`config.mk`:
```
export PLATFORM = sky130hd
export DESIGN_NAME = mult_div_flat
export DESIGN_NICKNAME = d
export VERILOG_FILES = /design/src/rtl/mult_div_if.sv /design/src/rtl/mult_div.sv /design/src/flat_wrapper.sv
export SDC_FILE = /design/constraint.sdc
export NUM_CORES = 2
export LEC_CHECK = 0
export ABC_AREA = 1
export CAP_MARGIN = 10
export CORE_ASPECT_RATIO = 1.75
export CORE_MARGIN = 2
export CORE_UTILIZATION = 55
export CTS_CLUSTER_DIAMETER = 200
export DETAILED_ROUTE_END_ITERATION = 6
export PLACE_DENSITY_LB_ADDON = 0.15
export SLEW_MARGIN = 20
export SYNTH_ARGS = -nofsm -noshare
export SYNTH_HDL_FRONTEND = slang
export SYNTH_SLANG_ARGS = --single-unit
```
`constraint.sdc`:
```
create_clock -name clk -period 17.65 [get_ports clk]
set_input_delay 3.53 -clock clk [delete_from_list [all_inputs] [get_ports clk]]
set_output_delay 3.53 -clock clk [all_outputs]
set_load 0.02 [all_outputs]
```
`src/rtl/mult_div_if.sv`:
```
// Request/result bundle for the HI/LO multiply-divide unit.
// The requester drives start/op/a/b; the unit returns busy/done/hi/lo.
interface mult_div_if;
    logic        start;
    logic [2:0]  op;
    logic [31:0] a;
    logic [31:0] b;
    logic        busy;
    logic        done;
    logic [31:0] hi;
    logic [31:0] lo;

    modport master (output start, op, a, b, input busy, done, hi, lo);
    modport slave  (input start, op, a, b, output busy, done, hi, lo);
endinterface

```
`src/rtl/mult_div.sv`:
```
// MIPS-style HI/LO unit: single-cycle multiply, MTHI/MTLO, and a 32-step
// restoring divider that writes quotient to LO and remainder to HI.
module mult_div (
    input  logic         clk,
    input  logic         reset,
    mult_div_if.slave    bus
);
    localparam logic [2:0] OP_MULTU = 3'd0;
    localparam logic [2:0] OP_MULT  = 3'd1;
    localparam logic [2:0] OP_DIVU  = 3'd2;
    localparam logic [2:0] OP_DIV   = 3'd3;
    localparam logic [2:0] OP_MTHI  = 3'd4;
    localparam logic [2:0] OP_MTLO  = 3'd5;

    typedef enum logic {IDLE, DIV} state_t;

    state_t      state_reg, state_next;
    logic [4:0]  count_reg;
    logic [31:0] hi_reg, lo_reg;
    logic        done_reg;
    logic [31:0] quot_reg, rem_reg, divisor_reg;
    logic        neg_q_reg, neg_r_reg, div_zero_reg;

    logic        accept, is_div_op, is_signed_div;
    logic [63:0] ext_a, ext_b, product;
    logic [31:0] mag_a, mag_b;
    logic [32:0] shifted;
    logic        ge;
    logic [31:0] rem_next, quot_next;

    always_comb begin
        accept        = bus.start && (state_reg == IDLE) && (bus.op <= OP_MTLO);
        is_div_op     = (bus.op == OP_DIVU) || (bus.op == OP_DIV);
        is_signed_div = (bus.op == OP_DIV);
    end

    // One 64x64 multiplier serves both flavours: the low 64 bits of the
    // product of sign-extended operands are the signed 64-bit result.
    always_comb begin
        if (bus.op == OP_MULT) begin
            ext_a = {{32{bus.a[31]}}, bus.a};
            ext_b = {{32{bus.b[31]}}, bus.b};
        end else begin
            ext_a = {32'd0, bus.a};
            ext_b = {32'd0, bus.b};
        end
        product = ext_a * ext_b;
    end

    // 0x80000000 negates to itself, which is the correct unsigned magnitude.
    always_comb begin
        mag_a = (is_signed_div && bus.a[31]) ? (32'd0 - bus.a) : bus.a;
        mag_b = (is_signed_div && bus.b[31]) ? (32'd0 - bus.b) : bus.b;
    end

    // One restoring step: shift the next dividend bit into the partial
    // remainder and subtract the divisor if it fits.
    always_comb begin
        shifted   = {rem_reg, quot_reg[31]};
        ge        = (shifted >= {1'b0, divisor_reg});
        rem_next  = ge ? 32'(shifted - {1'b0, divisor_reg}) : shifted[31:0];
        quot_next = {quot_reg[30:0], ge};
    end

    always_ff @(posedge clk) begin
        if (reset) state_reg <= IDLE;
        else       state_reg <= state_next;
    end

    always_comb begin
        state_next = state_reg;
        case (state_reg)
            IDLE:    if (accept && is_div_op) state_next = DIV;
            DIV:     if (count_reg == 5'd31) state_next = IDLE;
            default: state_next = IDLE;
        endcase
    end

    always_ff @(posedge clk) begin
        if (reset) begin
            hi_reg       <= 32'd0;
            lo_reg       <= 32'd0;
            done_reg     <= 1'b0;
            count_reg    <= 5'd0;
            quot_reg     <= 32'd0;
            rem_reg      <= 32'd0;
            divisor_reg  <= 32'd0;
            neg_q_reg    <= 1'b0;
            neg_r_reg    <= 1'b0;
            div_zero_reg <= 1'b0;
        end else begin
            done_reg <= 1'b0;
            if (state_reg == IDLE) begin
                if (accept) begin
                    case (bus.op)
                        OP_MULTU, OP_MULT: begin
                            hi_reg   <= product[63:32];
                            lo_reg   <= product[31:0];
                            done_reg <= 1'b1;
                        end
                        OP_MTHI: hi_reg <= bus.a;
                        OP_MTLO: lo_reg <= bus.a;
                        OP_DIVU, OP_DIV: begin
                            quot_reg     <= mag_a;
                            rem_reg      <= 32'd0;
                            divisor_reg  <= mag_b;
                            neg_q_reg    <= is_signed_div && (bus.a[31] ^ bus.b[31]);
                            neg_r_reg    <= is_signed_div && bus.a[31];
                            div_zero_reg <= (bus.b == 32'd0);
                            count_reg    <= 5'd0;
                        end
                        default: ;
                    endcase
                end
            end else begin
                quot_reg  <= quot_next;
                rem_reg   <= rem_next;
                count_reg <= count_reg + 5'd1;
                if (count_reg == 5'd31) begin
                    done_reg <= 1'b1;
                    // Divide by zero still runs the full period but leaves HI/LO alone.
                    if (!div_zero_reg) begin
                        lo_reg <= neg_q_reg ? (32'd0 - quot_next) : quot_next;
                        hi_reg <= neg_r_reg ? (32'd0 - rem_next) : rem_next;
                    end
                end
            end
        end
    end

    assign bus.busy = (state_reg == DIV);
    assign bus.done = done_reg;
    assign bus.hi   = hi_reg;
    assign bus.lo   = lo_reg;
endmodule

```
`src/flat_wrapper.sv`:
```
// flat-port wrapper written by rule: the top's interface ports become plain ports
module mult_div_flat 
  (clk, reset, bus_start, bus_op, bus_a, bus_b, bus_busy, bus_done, bus_hi, bus_lo);
  mult_div_if bus_i ();
  input  logic clk;
  input  logic reset;
  input wire logic [$bits(bus_i.start)-1:0] bus_start;
  input wire logic [$bits(bus_i.op)-1:0] bus_op;
  input wire logic [$bits(bus_i.a)-1:0] bus_a;
  input wire logic [$bits(bus_i.b)-1:0] bus_b;
  output wire logic [$bits(bus_i.busy)-1:0] bus_busy;
  output wire logic [$bits(bus_i.done)-1:0] bus_done;
  output wire logic [$bits(bus_i.hi)-1:0] bus_hi;
  output wire logic [$bits(bus_i.lo)-1:0] bus_lo;
  assign bus_i.start = bus_start;
  assign bus_i.op = bus_op;
  assign bus_i.a = bus_a;
  assign bus_i.b = bus_b;
  assign bus_busy = bus_i.busy;
  assign bus_done = bus_i.done;
  assign bus_hi = bus_i.hi;
  assign bus_lo = bus_i.lo;
  mult_div u_core (.clk(clk), .reset(reset), .bus(bus_i));
endmodule
```
# After elaboration in Yosys (flattened, before gate mapping)
# Cells that the tools add are included.
op_classes:
  addsub: 6
  multipliers: 1
  order_cmp: 2
  n_reduce_logical: 19
  shifts: 0
  n_div: 0
  eq_ne: 8
  n_mux: 33
  bitwise_logic: 2
ops:
  columns: ["cell", "count"]
  rows:
  - ["$mux 32", 19]
  - ["$mux 64", 2]
  - ["$pmux 32 s2", 2]
  - ["$sub 1x32->32 const A", 4]
  - ["$mul 64x64->64", 1]
  - ["$ge 33x32->1", 1]
  - ["$logic_not 32->1", 1]
  - ["$sub 32x32->32", 1]
  - ["$mux 5", 3]
  - ["$reduce_and 4->1", 2]
  - ["$eq 3x2->1 const B", 2]
  - ["$eq 3x3->1 const B", 2]
  - ["$logic_and 1x1->1", 6]
  - ["$mux 1", 6]
  - ["$reduce_bool 3->1", 2]
  - ["$add 5x1->5 const B", 1]
  - ["$eq 5x5->1 const B", 1]
  - ["$ne 2x2->1 const B", 2]
  - ["$reduce_bool 2->1", 2]
  - ["$reduce_or 2->1", 2]
  - ["$eq 3x1->1 const B", 1]
  - ["$le 3x3->1 const B", 1]
  - ["$logic_not 3->1", 1]
  - ["$reduce_and 3->1", 1]
  - ["5 further kinds", 5]
totals:
  regBits: 170
  memories: 0
  mem_bits_rw: 0
  latchBits: 0
  in_bits: 70
  elab_cells: 82
  rom_bits: 0

# Depth between registers and ports, before layout
depth:
  word_depth: 7
  depth_mapped: 42
  ltp_nobuf: 42

# Worst setup path before layout
# No wires, ideal clock.
synth_timing:
  path_type: "input to register"
  from: "input bus_op[1]"
  to: "register u_core.hi_reg[29] (netlist: u_core.bus.hi[29])"
  arrival_ns: 12.113
  n_path_buf: 2
  stages: 34
  path_slack_ns: 5.415
  setup_time_ns: 0.122
  required_ns: 17.528
  path_cell_list: "nor2_1 nand2_1 clkbuf_1 clkbuf_1 nor2_1 fa_1 inv_1 fa_1 inv_1 fa_1 inv_1 fa_1 inv_1 fa_1 fa_1 fa_1 fa_1 fa_1 inv_1 fa_1 inv_1 ha_1 a21oi_1 inv_1 a31oi_1 inv_1 a21oi_1 o21ai_0 a211oi_1 nand2_1 nand2_1 nand3_1 a21oi_1 a21oi_2"
synth_via:
  elab_chain_len: 6
synth_lines:
  columns: ["element", "line_no", "text"]
  rows:
  - ["start: declaration", "flat_wrapper.sv:8", "input wire logic [$bits(bus_i.op)-1:0] bus_op;"]
  - ["$eq 3x1->1", "mult_div.sv:40, mult_div.sv:95", null]
  - ["$mux 64", "mult_div.sv:40", "if (bus.op == OP_MULT) begin"]
  - ["$mul 64x64->64", "mult_div.sv:47", "product = ext_a * ext_b;"]
  - ["$pmux 32 s2", "mult_div.sv:95", "case (bus.op)"]
  - ["$mux 32", "mult_div.sv:94", "if (accept) begin"]
  - ["$mux 32", "mult_div.sv:93", "if (state_reg == IDLE) begin"]
  - ["end signal: assignment", "mult_div.sv:97", "hi_reg <= product[63:32];"]
  - ["end signal: assignment", "mult_div.sv:101", "OP_MTHI: hi_reg <= bus.a;"]
  - ["end signal: assignment", "mult_div.sv:124", "hi_reg <= neg_r_reg ? (32'd0 - rem_next) : rem_next;"]
  - ["end: declaration", "mult_div.sv:19", "logic [31:0] hi_reg, lo_reg;"]
# Parallel ways exist; a longest one is shown, timed or not. The select of a mux whose other input is x is not followed.
# A chain may end at the register's enable or synchronous reset.

# Worst setup path after layout
layout_timing:
  from: "input bus_op[1]"
  to: "register u_core.hi_reg[27] (netlist: u_core.bus.hi[27])"
# Same word-level chain as after synthesis.

==> impl_metrics.toml <==
[grt]
grt-ovfl-total = 0
grt_pass1_vias = 57200
gr-usage-all-layers_pct = 44.7
antenna_found_initial = 23
grt_max_degree = 90
grt_pass1_wl_microns = 370000

[placed_design]
dpl.hpwl_microns = 203000
gp_congestion = 1.08
portBuffers = 135

[outcome]
status = "finished, final reports clean"

[clock_tree]
cts-root-buf = "clkbuf_16"
cts_setup_buffers = 0
cts.repair.resized = 0
clock_path_buffers = 2
h-tree-depth = 4
clkSlewWorstSetupHoldPaths_ns = 0.08
cts_hold_buffers = 0
cts_buffers = 17
clock_latency_ns = 0.49
numClockSinks = 170
tritoncts = "yes"

[floorplan]
die-area_sq_mm = 0.116
ios = 136
core_area_sq_mm = 0.112
initial_utilization_pct = 55.2
die_y_microns = 448
rows = 163
die_w_microns = 258

[setup_path]
timing.critical_path.mode_cell = "fa_1"
critPathCaptureType = "flop"
path_max_fanout = 39
critPathMaxStageDelay_ns = 0.91
worst_r2r_path_depth = 21
critical_path_class = "in -> reg"
critPathRequiredTime_ns = 18.02
crit_start = "bus_op[1]"
r2r_end = "u_core.bus.lo[30]$_SDFFE_PP0P_"
crit_arrival_ns = 15.13
start_kind = "input port"
cpMaxStageDelayCell = "fa_1"
endpoint = "u_core.bus.hi[27]$_SDFFE_PP0P_"
r2r_slack_ns = 12.45
timing.rr.start = "u_core.rem_reg[15]$_SDFFE_PP0P_"

[synthesis]
async_flop_share_pct = 0
synth_area_leaders = "fa_1, inv_1, nand2_1, ha_1, dfxtp_1"
synth_nets = 9885
ys_types = 62
synthFlopType = "dfxtp_1"
yosys.area.top_type = "fa_1"
synth_warnings = 0
synth.avg_cell_area_sq_um = 7.71
synth_top_area_share_pct = 45.8
syn_inst = 8048
synth_edf_count = 0
ys_ff_latch = 170
yosysSeqAreaShare_pct = 5.48
synth_area_sq_mm = 0.0621

[hold_path]
hold_class = "reg -> reg"

[routing]
drc_errors = 0
wl_met3_microns = 19100
top_layer_used = "met5"
wl_met1_microns = 78000
firstDrtPassIters = 6
drt-total-wl_microns = 249000
vias = 53700
via_per_inst = 5.68
met2WireLength_microns = 122000
drt-initial-drc-count = 4828
postRouteAntennaNets = 0
wl_per_cell_microns = 26.3

[run]
drv_cap = 0

[final_layout]
fin_nets = 9778
syn_to_final_growth_pct = 5.07
layout-drive-gt1-share_pct = 3.82
fill_cells = 10600
finalCoreUtilization_pct = 58.0

[timing]
max_freq_mhz = 67.8
slew-limit-headroom_pct = 12.9
fin_hold_ws_ns = 0.465
final-max-slew-violation-count = 0
finClkSkew_ns = 0.0253
setup-tns-final_ns = 0
setup_violations = 0
rsz0062_at_grt = "no"
period_share_pct = 83.6
worst_slew_pin_slew_ns = 1.30
hold_viol = 0
min_period_ns = 14.76
==> Yosys cell counts (5+ instances only) <==
| cell type | number |
|---|---|
| nand2_1 | 1709 |
| inv_1 | 2327 |
| buf_1 | 98 |
| nand2_2 | 29 |
| a21boi_0 | 5 |
| nor2_2 | 12 |
| a21oi_1 | 293 |
| or2_2 | 22 |
| a21o_1 | 19 |
| o21ai_2 | 8 |
| ha_1 | 347 |
| xor2_1 | 66 |
| a31o_2 | 7 |
| nand4_1 | 42 |
| clkbuf_1 | 258 |
| nor2_1 | 384 |
| o21bai_1 | 16 |
| nand3b_1 | 21 |
| o221ai_1 | 14 |
| o21ai_1 | 10 |
| nor3_1 | 58 |
| a211oi_1 | 5 |
| inv_2 | 9 |
| xnor2_1 | 52 |
| nor4_1 | 7 |
| buf_2 | 6 |
| dfxtp_1 | 170 |
| o211ai_1 | 21 |
| o21a_1 | 6 |
| fa_1 | 1420 |
| o21ai_0 | 246 |
| nand3_1 | 224 |
| a31oi_1 | 71 |
| o31ai_1 | 8 |
==> metal layers <==
layer | up-vias | GRT usage (%)
li1 | 23100 | -
met1 | 26800 | 45.7
met2 | 2799 | 76.0
met3 | 982 | 9.14
met4 | 6 | 42.6
met5 | - | 0
==> stage by stage <==
stage	instances	instance area, sq um	setup slack (ns)
after global routing	9442	65200	2.63
after CTS	9436	65100	3.36
after global placement	9405	64500	2.98
final	9453	65200	2.89
after floorplan	8048	62100	5.42
after detailed placement	9405	64500	2.90
==> area by class of cell <==
type                       count  area (sq um)  area share, %
timing repair buffer         241          1980           3.03
sequential                   170          3410           5.22
antenna                       15          37.5         0.0576
clock buffer                  17           425          0.652
multi-input combinational   5172         48600           74.5
clock inverter                14           156          0.240
inverter                    2339          8780           13.5
tap                         1485          1860           2.85
==> cell usage in the layout, fill, tap and decap left out, types with 71 or more instances in the layout <==
cell type | Yosys | routed
nand3_1 | 224 | 224
inv_1 | 2327 | 2324
ha_1 | 347 | 347
nand2_1 | 1709 | 1707
a31oi_1 | 71 | 71
nor2_1 | 384 | 383
buf_4 | 1 | 104
dfxtp_1 | 170 | 169
a21oi_1 | 293 | 293
fa_1 | 1420 | 1420
o21ai_0 | 246 | 245
clkdlybuf4s50_1 | 0 | 99
==> critical path, delay by kind of cell <==
kind	cells	cell delay, ns
compound gates	2	0.31
fa+ha+maj	11	6.30
buf+inv	10	2.19
simple gates	10	2.75
==> worst min-delay path by stage <==
stage | start | to | slack [ns] | depth (start not counted)
final | u_core.count_reg[3]$_SDFFE_PP0P_ | u_core.count_reg[3]$_SDFFE_PP0P_ | 0.46 | 2
after global routing | u_core.count_reg[3]$_SDFFE_PP0P_ | u_core.count_reg[3]$_SDFFE_PP0P_ | 0.48 | 2
after CTS | u_core.count_reg[3]$_SDFFE_PP0P_ | u_core.count_reg[3]$_SDFFE_PP0P_ | 0.47 | 2
after detailed placement | u_core.count_reg[3]$_SDFFE_PP0P_ | u_core.count_reg[3]$_SDFFE_PP0P_ | 0.46 | 2
after global placement | u_core.count_reg[3]$_SDFFE_PP0P_ | u_core.count_reg[3]$_SDFFE_PP0P_ | 0.45 | 2
after floorplan | u_core.count_reg[3]$_SDFFE_PP0P_ | u_core.count_reg[3]$_SDFFE_PP0P_ | 0.44 | 2
==> cells by family (layout without fill, tap and decap cells) <==
| kind of cell | count (synthesis) | after routing | synth area share (%) |
|---|---|---|---|
| compound gates | 757 | 757 | 6.94 |
| xor+xnor | 118 | 118 | 1.67 |
| fa+ha+maj | 1767 | 1767 | 52.8 |
| buf+inv | 2706 | 2611 | 16.5 |
| flops | 170 | 170 | 5.48 |
| other cells | 0 | 15 | 0 |
| simple gates | 2530 | 2530 | 16.7 |
Power is left out: the tool's default activity adds up to more than one toggle a clock period on the data nets, which glitch-free logic cannot reach.
